`config.mk`:
```
export PLATFORM = sky130hd
export DESIGN_NAME = sram_ecc_secded_decoder
export DESIGN_NICKNAME = d
export VERILOG_FILES = /design/src/rtl/sram_ecc_secded_decoder_pkg.sv /design/src/rtl/sram_ecc_syndrome_gen.sv /design/src/rtl/sram_ecc_secded_decoder.sv
export SDC_FILE = /design/constraint.sdc
export NUM_CORES = 1
export LEC_CHECK = 0
export ABC_AREA = 1
export ABC_CLOCK_PERIOD_IN_PS = 26000
export BUFFER_PORTS_ARGS = -buffer_cell sky130_fd_sc_hd__clkbuf_2
export CORE_ASPECT_RATIO = 1.1
export CORE_MARGIN = 2
export CORE_UTILIZATION = 62
export CTS_BUF_LIST = sky130_fd_sc_hd__clkbuf_4 sky130_fd_sc_hd__clkbuf_8
export DETAILED_ROUTE_END_ITERATION = 10
export GPL_TIMING_DRIVEN = 0
export HOLD_SLACK_MARGIN = 0.06
export PLACE_DENSITY = 0.86
export SETUP_SLACK_MARGIN = 0.3
export SYNTH_ARGS = -nofsm -noshare
export SYNTH_HDL_FRONTEND = slang
export SYNTH_SLANG_ARGS = --single-unit
```
`constraint.sdc`:
```
create_clock -name clk -period 26 [get_ports clk]
set_clock_uncertainty 0.2 [all_clocks]
set_input_delay 5.2 -clock clk [delete_from_list [all_inputs] [get_ports clk]]
set_output_delay 5.2 -clock clk [all_outputs]
set_load 0.03 [all_outputs]
```
`src/rtl/sram_ecc_secded_decoder_pkg.sv`:
```
// Shared ECC helpers for the SRAM read path: code-width derivation,
// data-bit to codeword-position mapping and the decode status type.
package hydra_ecc_pkg;

  typedef enum logic [1:0] {
    ECC_CLEAN = 2'd0,
    ECC_SEC   = 2'd1,
    ECC_DED   = 2'd2
  } ecc_status_e;

  // Smallest k with 2^k >= data_w + k + 1.
  function automatic int ecc_k(input int data_w);
    int k;
    k = 0;
    for (int j = 1; j < 30; j++) begin
      if ((k == 0) && ((1 << j) >= (data_w + j + 1))) begin
        k = j;
      end
    end
    return k;
  endfunction

  function automatic int ecc_code_w(input int data_w);
    return ecc_k(data_w) + 1;
  endfunction

  // Codeword position of data bit i: skip every power-of-2 slot at or below it.
  function automatic int data_pos(input int i);
    int pos;
    pos = i + 1;
    for (int j = 0; j < 30; j++) begin
      if ((1 << j) <= pos) begin
        pos = pos + 1;
      end
    end
    return pos;
  endfunction

endpackage

```
`src/rtl/sram_ecc_syndrome_gen.sv`:
```
// Combinational Hamming check-bit and data-parity generator; shared by the
// SECDED encoder and decoder.
module sram_ecc_syndrome_gen
  import hydra_ecc_pkg::*;
#(
  parameter int DATA_W = 128,
  parameter int K      = ecc_k(DATA_W)
) (
  input  logic [DATA_W-1:0] data,
  output logic [K-1:0]      ham,
  output logic              data_par
);

  logic [K-1:0] pos_mask [DATA_W];

  for (genvar gi = 0; gi < DATA_W; gi++) begin : g_pos
    localparam int POS = data_pos(gi);
    assign pos_mask[gi] = K'(POS);
  end

  // Each data bit contributes to every Hamming bit selected by its position.
  always_comb begin
    ham = '0;
    for (int i = 0; i < DATA_W; i++) begin
      ham = ham ^ (pos_mask[i] & {K{data[i]}});
    end
  end

  assign data_par = ^data;

endmodule

```
`src/rtl/sram_ecc_secded_decoder.sv`:
```
// Two-stage pipelined Hamming SECDED decoder with valid/ready handshake and
// saturating SEC/DED event counters.
module sram_ecc_secded_decoder
  import hydra_ecc_pkg::*;
#(
  parameter  int WORD_W = 16,
  parameter  int WORDS  = 8,
  parameter  int CNT_W  = 16,
  localparam int DATA_W = WORD_W * WORDS,
  localparam int CODE_W = ecc_code_w(WORD_W * WORDS)
) (
  input  logic              clk,
  input  logic              rst,
  input  logic              in_valid,
  output logic              in_ready,
  input  logic [DATA_W-1:0] in_data,
  input  logic [CODE_W-1:0] in_code,
  input  logic              bypass,
  output logic              out_valid,
  input  logic              out_ready,
  output logic [DATA_W-1:0] out_data,
  output logic              out_sec,
  output logic              out_ded,
  output logic [CNT_W-1:0]  sec_cnt,
  output logic [CNT_W-1:0]  ded_cnt,
  input  logic              cnt_clr
);

  localparam int K = CODE_W - 1;
  localparam int N = DATA_W + K;

  logic [K-1:0]      ham_s;
  logic              data_par_s;
  logic              s1_en_s, s2_en_s, xfer_s;
  logic [DATA_W-1:0] flip_s, fixed_s;
  ecc_status_e       status_s;

  logic              s1_valid_q, s1_valid_d;
  logic [DATA_W-1:0] s1_data_q, s1_data_d;
  logic [K-1:0]      s1_syn_q, s1_syn_d;
  logic              s1_par_q, s1_par_d;
  logic              s1_bypass_q, s1_bypass_d;
  logic              out_valid_q, out_valid_d;
  logic [DATA_W-1:0] out_data_q, out_data_d;
  logic              out_sec_q, out_sec_d;
  logic              out_ded_q, out_ded_d;
  logic [CNT_W-1:0]  sec_cnt_q, sec_cnt_d;
  logic [CNT_W-1:0]  ded_cnt_q, ded_cnt_d;

  sram_ecc_syndrome_gen #(
    .DATA_W (DATA_W),
    .K      (K)
  ) u_gen (
    .data     (in_data),
    .ham      (ham_s),
    .data_par (data_par_s)
  );

  assign s2_en_s  = !out_valid_q || out_ready;
  assign s1_en_s  = !s1_valid_q || s2_en_s;
  assign in_ready = s1_en_s;
  assign xfer_s   = out_valid_q && out_ready;

  // S1 next state: capture the beat with its syndrome and overall parity.
  always_comb begin
    s1_valid_d  = s1_valid_q;
    s1_data_d   = s1_data_q;
    s1_syn_d    = s1_syn_q;
    s1_par_d    = s1_par_q;
    s1_bypass_d = s1_bypass_q;
    if (s1_en_s) begin
      s1_valid_d = in_valid;
      if (in_valid) begin
        s1_data_d   = in_data;
        s1_syn_d    = ham_s ^ in_code[K-1:0];
        s1_par_d    = data_par_s ^ (^in_code);
        s1_bypass_d = bypass;
      end else begin
        s1_data_d = s1_data_q;
      end
    end else begin
      s1_valid_d = s1_valid_q;
    end
  end

  // One-hot flip vector: only a syndrome naming a data position selects a bit.
  for (genvar gi = 0; gi < DATA_W; gi++) begin : g_flip
    localparam int POS = data_pos(gi);
    assign flip_s[gi] = (s1_syn_q == K'(POS));
  end

  // Classify the S1 beat and build the corrected word.
  always_comb begin
    status_s = ECC_CLEAN;
    fixed_s  = s1_data_q;
    if (s1_bypass_q) begin
      status_s = ECC_CLEAN;
    end else if (!s1_par_q) begin
      status_s = (s1_syn_q == '0) ? ECC_CLEAN : ECC_DED;
    end else if (s1_syn_q > K'(N)) begin
      status_s = ECC_DED;
    end else begin
      status_s = ECC_SEC;
      fixed_s  = s1_data_q ^ flip_s;
    end
  end

  // S2 next state: outputs only move when downstream can take a new beat.
  always_comb begin
    out_valid_d = out_valid_q;
    out_data_d  = out_data_q;
    out_sec_d   = out_sec_q;
    out_ded_d   = out_ded_q;
    if (s2_en_s) begin
      out_valid_d = s1_valid_q;
      if (s1_valid_q) begin
        out_data_d = fixed_s;
        case (status_s)
          ECC_SEC: begin out_sec_d = 1'b1; out_ded_d = 1'b0; end
          ECC_DED: begin out_sec_d = 1'b0; out_ded_d = 1'b1; end
          default: begin out_sec_d = 1'b0; out_ded_d = 1'b0; end
        endcase
      end else begin
        out_sec_d = 1'b0;
        out_ded_d = 1'b0;
      end
    end else begin
      out_valid_d = out_valid_q;
    end
  end

  // Counters: clear wins over an increment; saturate at all-ones.
  always_comb begin
    sec_cnt_d = sec_cnt_q;
    ded_cnt_d = ded_cnt_q;
    if (cnt_clr) begin
      sec_cnt_d = '0;
      ded_cnt_d = '0;
    end else begin
      if (xfer_s && out_sec_q && (sec_cnt_q != {CNT_W{1'b1}})) begin
        sec_cnt_d = sec_cnt_q + CNT_W'(1);
      end else begin
        sec_cnt_d = sec_cnt_q;
      end
      if (xfer_s && out_ded_q && (ded_cnt_q != {CNT_W{1'b1}})) begin
        ded_cnt_d = ded_cnt_q + CNT_W'(1);
      end else begin
        ded_cnt_d = ded_cnt_q;
      end
    end
  end

  // Pipeline and counter registers.
  always_ff @(posedge clk or posedge rst) begin
    if (rst) begin
      s1_valid_q  <= 1'b0;
      s1_data_q   <= '0;
      s1_syn_q    <= '0;
      s1_par_q    <= 1'b0;
      s1_bypass_q <= 1'b0;
      out_valid_q <= 1'b0;
      out_data_q  <= '0;
      out_sec_q   <= 1'b0;
      out_ded_q   <= 1'b0;
      sec_cnt_q   <= '0;
      ded_cnt_q   <= '0;
    end else begin
      s1_valid_q  <= s1_valid_d;
      s1_data_q   <= s1_data_d;
      s1_syn_q    <= s1_syn_d;
      s1_par_q    <= s1_par_d;
      s1_bypass_q <= s1_bypass_d;
      out_valid_q <= out_valid_d;
      out_data_q  <= out_data_d;
      out_sec_q   <= out_sec_d;
      out_ded_q   <= out_ded_d;
      sec_cnt_q   <= sec_cnt_d;
      ded_cnt_q   <= ded_cnt_d;
    end
  end

  assign out_valid = out_valid_q;
  assign out_data  = out_data_q;
  assign out_sec   = out_sec_q;
  assign out_ded   = out_ded_q;
  assign sec_cnt   = sec_cnt_q;
  assign ded_cnt   = ded_cnt_q;

endmodule

```
==> impl_results.md, run 1 <==
* Port-buffer cells at 297
* Avg Cell Area, Syn at 6.85 µm²
* Proportion of layout cells with a drive suffix above 1 at 13.3%
* Post-CTS Setup Repair Bufs at 0
* Worst Setup Path Type: in2out
* CTS Hold Bufs at 0
* Post-synth top area cell: dfrtp_1
* Ys flop type: dfrtp_1
* Data arrival, critical path at 6030 ps
* Seq/Total Area, Yosys at 39.9%
* Synth Area in Adders at 0.132%
* Post-synthesis async set-or-reset flop share at 100%
* Post-synthesis cell area at 18900 µm²
* TritonCTS buffer count at 49
* GRT Util Overall at 40.5%
* Status: finished, violations left
* Core outline area at 30300 µm²
* Worst Path Required at 20600 ps
* Die height at 187 µm
* Finished Cell Area at 22200 µm²
* Final wirelength at 64.9 mm
* # DRC at 0
* Yosys top cell area share at 39.9%
* Power per cell area at 80.8 nW/µm²
* Critical Path Max Stage Delay at 260 ps
* Slowest cell on crit path: nor2_1
* Ranking of synthesized cells by area: dfrtp_1, nand2_1, xor2_1
* DR vias at 19.7k
* Max Root-Sink Buffers at 3
* Final HPWL DP at 49.7 mm
* Clock transition at the registers of the reported paths at 60 ps
* Minimum clock period at 11430 ps
* Multiplexer share of the synthesized area at 0%
* Largest net degree at the start of global routing at 103
* Critical Path Start: out_ready
* Final RePlAce weighted congestion at 0.994
* Nets@finish at 3261
* Final setup violating endpoints at 0
* TritonCTS clock tree: yes
* Antenna violations before repair at 2
* Mapped Nets at 2910
* DR vias/cell at 5.53
* First-pass iteration count of the detailed router at 6
* Starting DRT DRC Count at 2529
* Unrepaired setup endpoints after global routing: no
* Final hold vios at 0
* Max VDD drop at 0.0721 mV
* Critical-path cell list: clkbuf_2 -> nor2_1 -> nand2_1 -> clkbuf_2
* Failing checks: max-capacitance violations, max-slew violations
* CP Launch Type: primary input
* Most frequent CP cell: clkbuf_2
* Worst reg2reg startpoint: out_valid
* Synthesis-stage register bit count at 302
* CP bufs+invs at 2
* PnR worst setup slack at 14570 ps
* P_leak at 11.9 nW
* Die W at 171 µm
* CP Capture Type: output port
* Antenna diodes at 0
* Fillers at 2403
* Mapped Cells at 2765
* Storage element area at 7560 µm²
* Initial Util at 62.6%
* Rel. slew slack at -4.57%
* Area after DPL at 21000 µm²
* H-tree levels at 2
* Commonest cells in the netlist: nand2_1, dfrtp_1, inv_1
* Die area at 32000 µm²
* Sink Count at 302
* Number of global-route vias before repair at 18.6k
* Post-route ant nets at 0
* Post-synthesis simple-gate area fraction at 33.3%
* Pins over their slew limit at 9
* Multi-input gate area at 10000 µm²
* Hold Startpoint: out_data[92]
* Largest family of logic cells by synthesized area: simple AND/OR/NAND/NOR gates
* Cts repair resizes at 0
* # rows at 67
* Least-Margin Pin Slew at 1560 ps
* Yosys cell types at 41
* XOR/XNOR share of the synthesized area at 11.5%
* Peak Freq at 87.5 MHz
* Num ports at 307
* Max Cap Violations at 2
* Ys Warns at 0
* Synth Area in Compound Gates at 8.00%
* Drt wl/cell at 18.2 µm
* EDFF count, synth at 0
* Setup TNS at 0 ps
* HP Class: reg2reg
* Fin crit share at 44.0%
* First-pass GRT wire length at 99.2 mm
* Most numerous cell in the Yosys netlist: nand2_1
* Family with the most delay on the worst path: simple AND/OR/NAND/NOR gates
* Latest clock arrival within the worst-skew pair at 620 ps
* Worst Setup Slack post-DPL at 14640 ps
* Worst-path fanout max at 3
* GRT Residual Overflow at 0
* Synthesis-to-layout area growth at 17.1%
* Clock Tree Root: clkbuf_8
power breakdown:
group	total (mW)	internal [mW]	switching [mW]	leakage, nW
Sequential	0.639	0.568	0.0706	3.79
Combinational	0.669	0.186	0.484	7.53
Clock	0.483	0.279	0.204	0.595
Total	1.79	1.03	0.758	11.9
through the flow:
step	power (mW)	cells	util, %	hold slack (ps)
6_report	1.79	3567	73.3	284
5_1_grt	1.88	3567	73.3	309
4_1_cts	1.78	3567	73.3	289
3_5_place_dp	1.30	3479	69.5	273
3_3_place_gp	1.28	3476	69.2	265
2_1_floorplan	1.08	2765	-	268
state kept, by name (all words and copies together) (netlist names):
register / flops
ded_cnt: 16
s1_par_q: 1
sec_cnt: 16
out_sec: 1
out_ded: 1
s1_valid_q: 1
s1_data_q: 128
out_data: 128
out_valid: 1
s1_syn_q: 8
s1_bypass_q: 1
cells in the final DEF (no fill, tap or decap), types with 5 or more instances in the layout:
cell	synthesis	routed
a21oi_1	27	27
clkbuf_1	70	70
clkbuf_2	0	297
clkbuf_4	0	11
clkbuf_8	0	65
dfrtp_1	302	302
inv_1	282	281
inv_2	5	5
nand2_1	1258	1258
nand3_1	121	121
nand3b_1	10	10
nand4_1	13	13
nor2_1	109	109
nor3_1	18	17
nor4_4	7	7
o21ai_0	209	209
o21ai_1	51	51
xnor2_1	92	92
xor2_1	154	154
final cells by class:
cell class                      instances  share of cell area [%]
Clock buffer                           76                    4.41
Timing Repair Buffer                  300                    7.00
Buffer                                 75                    1.31
Clock inverter                         12                   0.773
Tap cell                              414                    2.34
Sequential cell                       302                    34.1
Multi-Input combinational cell       2101                    45.2
Inverter                              287                    4.89
worst min-delay path: stages, from the launching register on:
cell,delay (ps)
dfrtp_1,340
nand2_1,50
o21ai_0,60
final timing paths:
check / cells after the start / to / slack (ps)
max: 4 / in_ready / 14570
min: 2 / out_data[92] / 280
max reg2reg: 9 / out_data[41] / 22200
min reg2reg: 2 / out_data[92] / 280
max in group asynchronous: 3 / out_data[54] / 20070
min in group asynchronous: 2 / sec_cnt[7] / 4510
logic make-up (layout without fill, tap and decap cells):
logic type,after synthesis,count (layout)
buffers and inverters,362,750
AO/OA/AOI/OAI,297,297
flip-flops,302,302
XOR/XNOR,247,247
adder cells (fa/ha/maj),2,2
AND/OR/NAND/NOR,1555,1555
metal layers:
| layer | vias to the layer above | track usage [%] | part of all wire (%) |
|---|---|---|---|
| met4 | 2 | 23.3 | 6.5 |
| met3 | 255 | 7.62 | 11 |
| met2 | 1134 | 64.3 | 45 |
| li1 | 9255 | - | - |
| met5 | - | 0 | 0.017 |
| met1 | 9090 | 51.9 | 38 |
No activity file was read; power rests on OpenSTA's default activity.
==> run 2: changes to the inputs <==
--- a/config.mk
+++ b/config.mk
@@ -6,16 +6,16 @@
 export NUM_CORES = 1
 export LEC_CHECK = 0
 export ABC_AREA = 1
-export ABC_CLOCK_PERIOD_IN_PS = 26000
+export ABC_CLOCK_PERIOD_IN_PS = 10800
 export BUFFER_PORTS_ARGS = -buffer_cell sky130_fd_sc_hd__clkbuf_2
 export CORE_ASPECT_RATIO = 1.1
 export CORE_MARGIN = 2
-export CORE_UTILIZATION = 62
+export CORE_UTILIZATION = 59
 export CTS_BUF_LIST = sky130_fd_sc_hd__clkbuf_4 sky130_fd_sc_hd__clkbuf_8
 export DETAILED_ROUTE_END_ITERATION = 10
 export GPL_TIMING_DRIVEN = 0
 export HOLD_SLACK_MARGIN = 0.06
-export PLACE_DENSITY = 0.86
+export PLACE_DENSITY = 0.83
 export SETUP_SLACK_MARGIN = 0.3
 export SYNTH_ARGS = -nofsm -noshare
 export SYNTH_HDL_FRONTEND = slang
==> constraint.sdc (replaced) <==
create_clock -name clk -period 10.8 [get_ports clk]
set_clock_uncertainty 0.2 [all_clocks]
set_input_delay 2.16 -clock clk [delete_from_list [all_inputs] [get_ports clk]]
set_output_delay 2.16 -clock clk [all_outputs]
set_load 0.03 [all_outputs]
==> run 2 against run 1 <==
  * The flow now finishes without violations
  * Utilization shrank 2.6 points
  * Final cell count increased by 0.42%
  * Sequential share of layout area decreased by 0.10 points
  * Design area increased by 0.29%
  * Critical path depth unchanged
  * Worst hold slack gained 1.0 ps
==> impl_results.md, run 2 (synthesis gave the netlist of run 1 again) <==
* Critical Path Max Stage Delay at 270 ps (was 260 ps)
* Cts repair resizes at 0 (unchanged)
* Finished Cell Area at 22200 µm² (about the same)
* Final setup violating endpoints at 0 (unchanged)
* Gate power share at 37.6% (was 37.4%)
* Num ports at 307 (unchanged)
* Max VDD drop at 0.113 mV (was 0.0721 mV)
* Critical-path cell list: clkbuf_2 -> nor2_1 -> nand2_1 -> clkbuf_2 (unchanged)
* Final HPWL DP at 49.7 mm (about the same)
* Sink Count at 302 (unchanged)
* Multi-input gate area at 10000 µm² (unchanged)
* Internal at 2.46 mW (was 1.03 mW)
* Setup TNS at 0 ps (unchanged)
* Power after layout at 4.26 mW (was 1.79 mW)
* Final hold vios at 0 (unchanged)
* Pins over their slew limit at 0 (was 9)
* Peak Freq at 188 MHz
* Starting DRT DRC Count at 1763 (was 2529)
* GRT Util Overall at 38.0% (was 40.5%)
* Most frequent cells in the layout: nand2_1, dfrtp_1, clkbuf_2 (unchanged)
* Net Sw Frac at 42.3% (about the same)
* Data arrival, critical path at 2970 ps (was 6030 ps)
* Port-buffer cells at 297 (unchanged)
* Fillers at 2710 (was 2403)
* Die W at 175 µm (was 171 µm)
* Rel. slew slack at 5.95% (was -4.57%)
* Share of power burned in registers at 36.0% (was 35.7%)
* Drt wl/cell at 18.0 µm (was 18.2 µm)
* Proportion of layout cells with a drive suffix above 1 at 13.5% (was 13.3%)
* Unrepaired setup endpoints after global routing: no (unchanged)
* TritonCTS clock tree: yes (unchanged)
* First-pass GRT wire length at 97.9 mm (was 99.2 mm)
* Synthesis-to-layout area growth at 17.4% (was 17.1%)
* CP Launch Type: primary input (unchanged)
* Initial Util at 60.2% (was 62.6%)
* CTS Hold Bufs at 0 (unchanged)
* Largest net degree at the start of global routing at 44 (was 103)
* Final RePlAce weighted congestion at 1.00 (was 0.994)
* DR vias/cell at 5.47 (was 5.53)
* Die height at 192 µm (was 187 µm)
* Minimum clock period at 5330 ps
* First-pass iteration count of the detailed router at 6 (unchanged)
* Max Root-Sink Buffers at 3 (unchanged)
* Storage element area at 7560 µm² (unchanged)
* Worst-path fanout max at 3 (unchanged)
* Worst Path Required at 8440 ps (was 20600 ps)
* Clock Tree Root: clkbuf_8 (unchanged)
* Util after Layout at 70.7% (was 73.3%)
* Antenna violations before repair at 3 (was 2)
* P_leak at 12.0 nW (was 11.9 nW)
* Final wirelength at 64.4 mm (was 64.9 mm)
* DR vias at 19.6k (was 19.7k)
* CP Capture Type: output port (unchanged)
* Nets@finish at 3268 (was 3261)
* Post-CTS Setup Repair Bufs at 0 (unchanged)
* Clock power frac at 26.4% (was 27.0%)
* Final hold slack at 285 ps (was 284 ps)
* Max Cap Violations at 0 (was 2)
* Worst Setup Path Type: in2out (unchanged)
* Slowest cell on crit path: nor2_1 (unchanged)
* Status: complete, no violations (was finished, violations left)
* Area after DPL at 21100 µm² (was 21000 µm²)
* Number of global-route vias before repair at 18.5k (was 18.6k)
* # DRC at 0 (unchanged)
* Switching pwr at 1.80 mW (was 758 µW)
* Most frequent CP cell: clkbuf_2 (unchanged)
* Post-route ant nets at 0 (unchanged)
* Most common cell after layout, fill and taps aside: nand2_1 (unchanged)
* Die area at 33600 µm² (was 32000 µm²)
* Latest clock arrival within the worst-skew pair at 620 ps (about the same)
* Power per cell area at 192 nW/µm² (was 80.8 nW/µm²)
* # rows at 68 (was 67)
* HP Class: reg2reg (unchanged)
* Least-Margin Pin Slew at 1400 ps (was 1560 ps)
* Core outline area at 31500 µm² (was 30300 µm²)
* H-tree levels at 2 (unchanged)
* Fin crit share at 49.4%
* Clock transition at the registers of the reported paths at 60 ps (about the same)
* GRT Residual Overflow at 0 (unchanged)
* TritonCTS buffer count at 50 (was 49)
## run 2: changes by cell type in the layout (fill, tap and decap cells not counted), moves of 2 or more
cell and delta:
buf_12 +8, buf_16 -2, clkbuf_4 +5, clkbuf_8 -3, clkinv_2 +4, clkinvlp_4 -2
diode_2 +2
## run 2: critical path: cells and delay by family
kind                   cells  cell delay, ps
and+or+nand+nor            2             470
buffers and inverters      2             340
## run 2: path summary, 6_finish.rpt
path / startpoint / end / slack, ps / cells past startpoint
setup / recovery: out_ready / in_ready / 5470 / 4
hold / removal: out_data[96] / out_data[96] / 290 / 2
setup reg to reg: out_valid / out_data[35] / 7010 / 9
hold reg to reg: out_data[96] / out_data[96] / 290 / 2
max in group asynchronous: rst / out_data[90] / 7720 / 6
min in group asynchronous: rst / sec_cnt[3] / 1420 / 2
## run 2: metal layers
metal,routed length [µm],global-route usage (%),share of wire (%)
met5,13,0,0.020
met4,3810,21.2,5.9
met3,5740,6.67,8.9
met2,29600,62.6,46
met1,25200,47.5,39
## run 2: layout make-up
class | count | area share (%)
Multi-Input combinational cell | 2101 | 45.1
Sequential cell | 302 | 34.0
Timing Repair Buffer | 306 | 7.44
Inverter | 287 | 4.86
Clock buffer | 78 | 4.38
Tap cell | 420 | 2.36
Buffer | 75 | 1.31
Clock inverter | 11 | 0.585
Antenna cell | 2 | 0.0225
## run 2: per-stage QoR
stage	instances	setup WS [ps]
after floorplan	2765	4420
after global placement	3482	2740
after detailed placement	3491	5300
after CTS	3580	5500
after global routing	3582	5470
final	3582	5470
## run 2: power by group through the flow
stage,Sequential (mW),Combinational (mW),Clock [mW]
after detailed placement,1.55,1.58,0
after global routing,1.56,1.75,1.17
after floorplan,1.82,0.787,0
final,1.54,1.60,1.12
after CTS,1.53,1.59,1.13
after global placement,1.54,1.54,0
